--- src/rtl/prefix_carry_pipe_pkg.sv ---
// Shared adder constants, also used by the downstream sum stage.
package prefix_carry_pipe_pkg;

  localparam int unsigned ADDER_N = 8;

endpackage

--- src/rtl/prefix_carry_pipe_if.sv ---
// Operand/result handshake bundle between producer, carry pipe and sum stage.
interface prefix_carry_pipe_if
  import prefix_carry_pipe_pkg::*;
#(
  parameter int unsigned N = ADDER_N
);

  logic         in_valid;
  logic         in_ready;
  logic [N-1:0] A;
  logic [N-1:0] B;
  logic         cin;
  logic         out_valid;
  logic         out_ready;
  logic [N-1:0] P;
  logic [N-1:0] C;
  logic         cout;

  modport master (
    output in_valid, A, B, cin, out_ready,
    input  in_ready, out_valid, P, C, cout
  );

  modport slave (
    input  in_valid, A, B, cin, out_ready,
    output in_ready, out_valid, P, C, cout
  );

endinterface

--- src/rtl/prefix_carry_pipe_level.sv ---
// One registered Kogge-Stone level; black cells on bits >= SPAN, lower bits pass through.
module prefix_level #(
  parameter int unsigned N    = 8,
  parameter int unsigned SPAN = 1
) (
  input  logic         clk,
  input  logic         rst,
  input  logic         en,
  input  logic [N-1:0] g_i,
  input  logic [N-1:0] pg_i,
  input  logic [N-1:0] p_i,
  input  logic         cin_i,
  input  logic         valid_i,
  output logic [N-1:0] g_o,
  output logic [N-1:0] pg_o,
  output logic [N-1:0] p_o,
  output logic         cin_o,
  output logic         valid_o
);

  // Bits below SPAN keep their group propagate untouched.
  localparam logic [N-1:0] LOW_MASK = {N{1'b1}} >> (N - SPAN);

  logic [N-1:0] g_d, g_q;
  logic [N-1:0] pg_d, pg_q;
  logic [N-1:0] p_d, p_q;
  logic         cin_d, cin_q;
  logic         valid_d, valid_q;

  always_comb begin
    g_d     = g_q;
    pg_d    = pg_q;
    p_d     = p_q;
    cin_d   = cin_q;
    valid_d = valid_q;
    if (en) begin
      // Shifted-in zeros make the low bits reduce to a plain copy.
      g_d     = g_i | (pg_i & (g_i << SPAN));
      pg_d    = pg_i & ((pg_i << SPAN) | LOW_MASK);
      p_d     = p_i;
      cin_d   = cin_i;
      valid_d = valid_i;
    end
  end

  always_ff @(posedge clk or posedge rst) begin
    if (rst) begin
      g_q     <= '0;
      pg_q    <= '0;
      p_q     <= '0;
      cin_q   <= 1'b0;
      valid_q <= 1'b0;
    end else begin
      g_q     <= g_d;
      pg_q    <= pg_d;
      p_q     <= p_d;
      cin_q   <= cin_d;
      valid_q <= valid_d;
    end
  end

  assign g_o     = g_q;
  assign pg_o    = pg_q;
  assign p_o     = p_q;
  assign cin_o   = cin_q;
  assign valid_o = valid_q;

endmodule

--- src/rtl/prefix_carry_pipe.sv ---
// Pipelined Kogge-Stone carry generator: stage 0 forms p/g, LOG2N prefix levels follow,
// and the last level is reshaped into per-bit carries for the sum stage.
module prefix_carry_pipe
  import prefix_carry_pipe_pkg::*;
#(
  parameter int unsigned N = ADDER_N
) (
  input  logic                 clk,
  input  logic                 rst,
  prefix_carry_pipe_if.slave   bus
);

  localparam int unsigned LOG2N = $clog2(N);

  logic adv;

  logic [N-1:0] g0_d, g0_q;
  logic [N-1:0] p0_d, p0_q;
  logic         cin0_d, cin0_q;
  logic         valid0_d, valid0_q;

  logic [N-1:0] g_w     [LOG2N+1];
  logic [N-1:0] pg_w    [LOG2N+1];
  logic [N-1:0] p_w     [LOG2N+1];
  logic         cin_w   [LOG2N+1];
  logic         valid_w [LOG2N+1];

  // Single global advance: the whole pipe moves unless the output is blocked.
  assign adv          = !valid_w[LOG2N] || bus.out_ready;
  assign bus.in_ready = adv;

  // Stage 0: cin is folded into g[0] so the prefix tree needs no separate carry-in.
  always_comb begin
    g0_d     = g0_q;
    p0_d     = p0_q;
    cin0_d   = cin0_q;
    valid0_d = valid0_q;
    if (adv) begin
      p0_d     = bus.A ^ bus.B;
      g0_d     = bus.A & bus.B;
      g0_d[0]  = g0_d[0] | (p0_d[0] & bus.cin);
      cin0_d   = bus.cin;
      valid0_d = bus.in_valid;
    end
  end

  always_ff @(posedge clk or posedge rst) begin
    if (rst) begin
      g0_q     <= '0;
      p0_q     <= '0;
      cin0_q   <= 1'b0;
      valid0_q <= 1'b0;
    end else begin
      g0_q     <= g0_d;
      p0_q     <= p0_d;
      cin0_q   <= cin0_d;
      valid0_q <= valid0_d;
    end
  end

  assign g_w[0]     = g0_q;
  assign pg_w[0]    = p0_q;
  assign p_w[0]     = p0_q;
  assign cin_w[0]   = cin0_q;
  assign valid_w[0] = valid0_q;

  for (genvar k = 1; k <= LOG2N; k++) begin : g_lvl
    prefix_level #(
      .N    (N),
      .SPAN (2 ** (k - 1))
    ) u_lvl (
      .clk     (clk),
      .rst     (rst),
      .en      (adv),
      .g_i     (g_w[k-1]),
      .pg_i    (pg_w[k-1]),
      .p_i     (p_w[k-1]),
      .cin_i   (cin_w[k-1]),
      .valid_i (valid_w[k-1]),
      .g_o     (g_w[k]),
      .pg_o    (pg_w[k]),
      .p_o     (p_w[k]),
      .cin_o   (cin_w[k]),
      .valid_o (valid_w[k])
    );
  end

  // Final group propagate is not needed once every prefix reaches bit 0.
  logic unused_pg;
  assign unused_pg = ^pg_w[LOG2N];

  assign bus.out_valid = valid_w[LOG2N];
  assign bus.P         = p_w[LOG2N];
  assign bus.C         = {g_w[LOG2N][N-2:0], cin_w[LOG2N]};
  assign bus.cout      = g_w[LOG2N][N-1];

endmodule

--- src/flat_wrapper.sv ---
// flat-port wrapper written by rule: the top's interface ports become plain ports
module prefix_carry_pipe_flat import prefix_carry_pipe_pkg::*;
#(
  parameter int unsigned N = ADDER_N
)
  (clk, rst, bus_in_valid, bus_A, bus_B, bus_cin, bus_out_ready, bus_in_ready, bus_out_valid, bus_P, bus_C, bus_cout);
  prefix_carry_pipe_if #(.N(N)) bus_i ();
  input  logic clk;
  input  logic rst;
  input wire logic [$bits(bus_i.in_valid)-1:0] bus_in_valid;
  input wire logic [$bits(bus_i.A)-1:0] bus_A;
  input wire logic [$bits(bus_i.B)-1:0] bus_B;
  input wire logic [$bits(bus_i.cin)-1:0] bus_cin;
  input wire logic [$bits(bus_i.out_ready)-1:0] bus_out_ready;
  output wire logic [$bits(bus_i.in_ready)-1:0] bus_in_ready;
  output wire logic [$bits(bus_i.out_valid)-1:0] bus_out_valid;
  output wire logic [$bits(bus_i.P)-1:0] bus_P;
  output wire logic [$bits(bus_i.C)-1:0] bus_C;
  output wire logic [$bits(bus_i.cout)-1:0] bus_cout;
  assign bus_i.in_valid = bus_in_valid;
  assign bus_i.A = bus_A;
  assign bus_i.B = bus_B;
  assign bus_i.cin = bus_cin;
  assign bus_i.out_ready = bus_out_ready;
  assign bus_in_ready = bus_i.in_ready;
  assign bus_out_valid = bus_i.out_valid;
  assign bus_P = bus_i.P;
  assign bus_C = bus_i.C;
  assign bus_cout = bus_i.cout;
  prefix_carry_pipe #(.N(N)) u_core (.clk(clk), .rst(rst), .bus(bus_i));
endmodule
--- config.mk ---
export PLATFORM = sky130hd
export DESIGN_NAME = prefix_carry_pipe_flat
export DESIGN_NICKNAME = d
export VERILOG_FILES = /design/src/rtl/prefix_carry_pipe_pkg.sv /design/src/rtl/prefix_carry_pipe_if.sv /design/src/rtl/prefix_carry_pipe_level.sv /design/src/rtl/prefix_carry_pipe.sv /design/src/flat_wrapper.sv
export SDC_FILE = /design/constraint.sdc
export NUM_CORES = 1
export LEC_CHECK = 0
export ABC_AREA = 1
export BUFFER_PORTS_ARGS = -buffer_cell sky130_fd_sc_hd__buf_2
export CAP_MARGIN = 20
export CELL_PAD_IN_SITES_DETAIL_PLACEMENT = 2
export CELL_PAD_IN_SITES_GLOBAL_PLACEMENT = 2
export CORE_MARGIN = 4
export CORE_UTILIZATION = 37
export CTS_CLUSTER_DIAMETER = 60
export DETAILED_ROUTE_END_ITERATION = 10
export GPL_TIMING_DRIVEN = 0
export HOLD_SLACK_MARGIN = 0.02
export PLACE_DENSITY_LB_ADDON = 0.08
export SYNTH_ARGS = -nofsm -noshare
export SYNTH_HDL_FRONTEND = slang
export SYNTH_SLANG_ARGS = --single-unit
--- constraint.sdc ---
create_clock -name clk -period 8.4 [get_ports clk]
set_input_delay 1.68 -clock clk [delete_from_list [all_inputs] [get_ports clk]]
set_output_delay 1.68 -clock clk [all_outputs]
set_load 0.02 [all_outputs]
# --- Word level (Yosys, flattened, before mapping) ---
# Index checks and enable logic that the tools add are counted.
classes:
  bitwise_logic: 12
  reduce_logical: 2
op_table:
  columns: ["op", "count"]
  rows:
  - ["$and 8x8->8", 6]
  - ["$or 8x8->8", 3]
  - ["$xor 8x8->8", 1]
  - ["$and 1x1->1", 1]
  - ["$logic_not 1->1", 1]
  - ["$logic_or 1x1->1", 1]
  - ["$or 1x1->1", 1]
totals:
  reg_bits: 88

# --- Depth between registers and ports, before layout ---
logic_depth:
  depth_word: 3
  depth_mapped: 5
  depth_no_buf: 5

# --- Modules after synthesis ---
# From an unflattened synthesis, not the netlist that was laid out.
unflattened:
  hier_cells: 452
  area_unflattened_um2: 4011.3
by_module_without_submodules:
  columns: ["mod", "instances", "area_each_um2", "cells_per_inst"]
  rows:
  - ["prefix_level (u_core.g_lvl[1].u_lvl)", 1, 1113.6, 121]
  - ["prefix_level (u_core.g_lvl[3].u_lvl)", 1, 1047.3, 119]
  - ["prefix_level (u_core.g_lvl[2].u_lvl)", 1, 1031.0, 121]
  - ["prefix_carry_pipe", 1, 819.5, 91]

# --- Worst setup path before layout ---
# No wires, ideal clock.
synth_path:
  path_type: "input to output"
  start: "in bus_out_ready"
  end: "out bus_in_ready"
  path_slack_ps: 4668
  path_stages: 3
  arrival_ps: 2052
  path_cell_list: "inv_1 -> nand2_2 -> buf_2"
synth_between:
  elab_chain_cells: 1
synth_rtl:
  columns: ["item", "line_no", "text"]
  rows:
  - ["start, declared", "flat_wrapper.sv:14", "input wire logic [$bits(bus_i.out_ready)-1:0] bus_out_ready;"]
  - ["$logic_or 1x1->1", "prefix_carry_pipe.sv:29", "assign adv = !valid_w[LOG2N] || bus.out_ready;"]
  - ["end, declared", "flat_wrapper.sv:15", "output wire logic [$bits(bus_i.in_ready)-1:0] bus_in_ready;"]
# No other way between the ends.

# --- Worst setup path in the final report ---
# Ends and elaborated chain as after synthesis.

==> reports/metrics.yaml <==
fin_util: 0.443
io_pins: 40
drive_gt1_frac: 0.156
synth.largest_area_cell: "dfrtp_1"
period_share: 0.500
clkPwrFrac: 0.241
cts_root_buffer: "clkbuf_8"
synth_area_per_cell_sq_um: 8.06
cp_max_fo: 10
period_minus_slack_ns: 4.20
critical_path_required_ns: 6.72
crit_path_start_kind: "primary input"
finalHoldViolCount: 0
grt_pass1_wl_um: 16000
critPathArrivalTime_ns: 2.52
netlist.area_leader.share: 0.592
area.growth.synth_to_final_pct: 17.5
die_x_um: 105
mostFrequentLayoutCells: "nand2_1, dfrtp_1, buf_2"
io_buffers: 39
reg2reg_to: "u_core.g_lvl[1].u_lvl.pg_o[2]"
die_h_um: 105
seq_area_frac_synth: 0.592
cts.path.max_buffers: 2
p_per_area_nw_per_um2: 356
end_kind: "output pin"
worstMarginPinSlew_ns: 0.375
first_global_vias: 3171
syn_area_sq_um: 3460
netSwitchingFraction: 0.383
max_stage_delay_ns: 0.29
p_seq_frac: 0.458
insertion_delay_ns: 0.36
finalClockSkew_ns: 0.00998
grt_setup_unrepaired: "false"
cp_slowest_cell: "buf_2"
syn_inst: 430
grt_usage: 0.187
cap_violations: 0
synth_area_leaders: "dfrtp_1, nand2_1, inv_1"
post_cts_buffers: 0
r2r_cells: 5
critical_path_class: "in2out"
synth_fp_nets: 459
slew_headroom: 0.750
grt_overflow: 0
status: "completed"
h-tree-depth: 3
dp_cells: 581
wl_um: 9100
drc_errors: 0
dp_hpwl_um: 6410
n_antenna_cell: 0
cp_cell_sequence: "buf_2 -> inv_1 -> nand2_2 -> buf_2 -> buf_2"
grt_start_max_net_pins: 56
yosysWarnings: 0
core_sq_um: 9200
antenna_found_initial: 0
multiInputGateArea_sq_um: 1210
clkSinkCount: 82
synth_cell_types: 9
p_leak_nw: 2.43
synth-seq-cells: 82
final_common_cell: "nand2_1"
power.switching_mw: 0.554
combPwrFrac: 0.301
cp-endpoint: "bus_in_ready"
clk_pin_slew_ns: 0.08
cts_tree: "done"
dp_slack_ns: 4.20
setup_viol: 0
fillers: 1066
power.internal_mw: 0.895
crit_family: "buffers and inverters"
rrSetupSlack_ns: 7.11
nets: 510
vdd_drop_max_v: 0.000126
path_buf_inv: 4
num_vias: 2838
ff_latch_area_sq_um: 2050
worstHoldPathType: "reg2reg"
drt-vias-per-instance: 4.75
crit_cells: 5
tns_ns: 0
postCtsHoldBufs: 0
initial_core_util: 0.377
r2r_start: "u_core.g_lvl[3].u_lvl.valid_o"
rows: 35
drt_iter0_drc: 81
place_congestion: 0.732
ant_nets: 0
cts_resized: 0
dieArea_sq_um: 11000
worst_slack_ns: 4.20
first_pass_iters: 4
critPathLaunch: "bus_out_ready"
cp_common_cell: "buf_2"
wl_per_cell_um: 15.2
final_cells: 597
finalMaxSlewViolations: 0
max_freq_mhz: 238
cts_buffers: 9
stage by stage:
stage	hold slack (ns)	cell area, sq um	power (mW)
2_1_floorplan	0.434	3460	0.939
3_3_place_gp	0.448	3800	1.08
3_5_place_dp	0.453	3830	1.12
4_1_cts	0.475	4070	1.48
5_1_grt	0.492	4070	1.57
6_report	0.471	4070	1.45
power groups by stage:
stage / logic (mW) / registers, mW / clock network (mW)
5_1_grt: 0.508 / 0.690 / 0.376
2_1_floorplan: 0.257 / 0.683 / 0
3_3_place_gp: 0.421 / 0.663 / 0
6_report: 0.436 / 0.664 / 0.349
4_1_cts: 0.451 / 0.667 / 0.360
3_5_place_dp: 0.443 / 0.673 / 0
flip-flops by register name, summed over array words and instances (netlist names):
signal	flops
u_core.g_lvl.u_lvl.g_o	24
u_core.g_lvl.u_lvl.p_o	22
u_core.g_lvl.u_lvl.pg_o	12
u_core.g0_q	8
u_core.p0_q	8
u_core.g_lvl.u_lvl.cin_o	3
u_core.g_lvl.u_lvl.valid_o	3
u_core.cin0_q	1
u_core.valid0_q	1
cells in the mapped netlist:
cell type  instances
nand2_1          289
dfrtp_1           82
inv_1             31
buf_2             16
ha_1               8
buf_4              1
nand2_2            1
nor2_4             1
or2_2              1
cell families after synthesis:
family                     synth area share
and+or+nand+nor                       0.320
DFF                                   0.592
buffers and inverters                0.0589
adders and majority gates            0.0289
final cells by class:
| class | instances | area share |
|---|---|---|
| sequential | 82 | 0.504 |
| multi-input combinational | 300 | 0.297 |
| timing repair buffer | 40 | 0.0547 |
| tap | 111 | 0.0341 |
| clock buffer | 10 | 0.0313 |
| inverter | 31 | 0.0292 |
| clock inverter | 6 | 0.0283 |
| buffer | 17 | 0.0215 |
worst min path at each step:
stage / startpoint / cells past startpoint / endpoint
2_1_floorplan: u_core.g_lvl[2].u_lvl.valid_o / 2 / u_core.g_lvl[2].u_lvl.valid_o
4_1_cts: u_core.g_lvl[3].u_lvl.p_o[6] / 2 / u_core.g_lvl[3].u_lvl.p_o[6]
6_report: u_core.g_lvl[3].u_lvl.p_o[6] / 2 / u_core.g_lvl[3].u_lvl.p_o[6]
3_3_place_gp: u_core.g_lvl[3].u_lvl.p_o[6] / 2 / u_core.g_lvl[3].u_lvl.p_o[6]
5_1_grt: u_core.g_lvl[3].u_lvl.p_o[6] / 2 / u_core.g_lvl[3].u_lvl.p_o[6]
3_5_place_dp: u_core.g_lvl[3].u_lvl.p_o[5] / 2 / u_core.g_lvl[3].u_lvl.p_o[5]
layer usage:
metal | track usage | part of all wire | vias up
met5 | 0 | 0 | -
met4 | 0.0656 | 0.016 | 0
met3 | 0.0334 | 0.029 | 11
met2 | 0.319 | 0.50 | 37
met1 | 0.237 | 0.45 | 1428
li1 | - | - | 1362
worst min-delay path, cell delays in order (launching register included):
cell,delay [ns]
dfrtp_1,0.35
nand2_1,0.05
nand2_1,0.04
(Power assumes the default switching activity.)
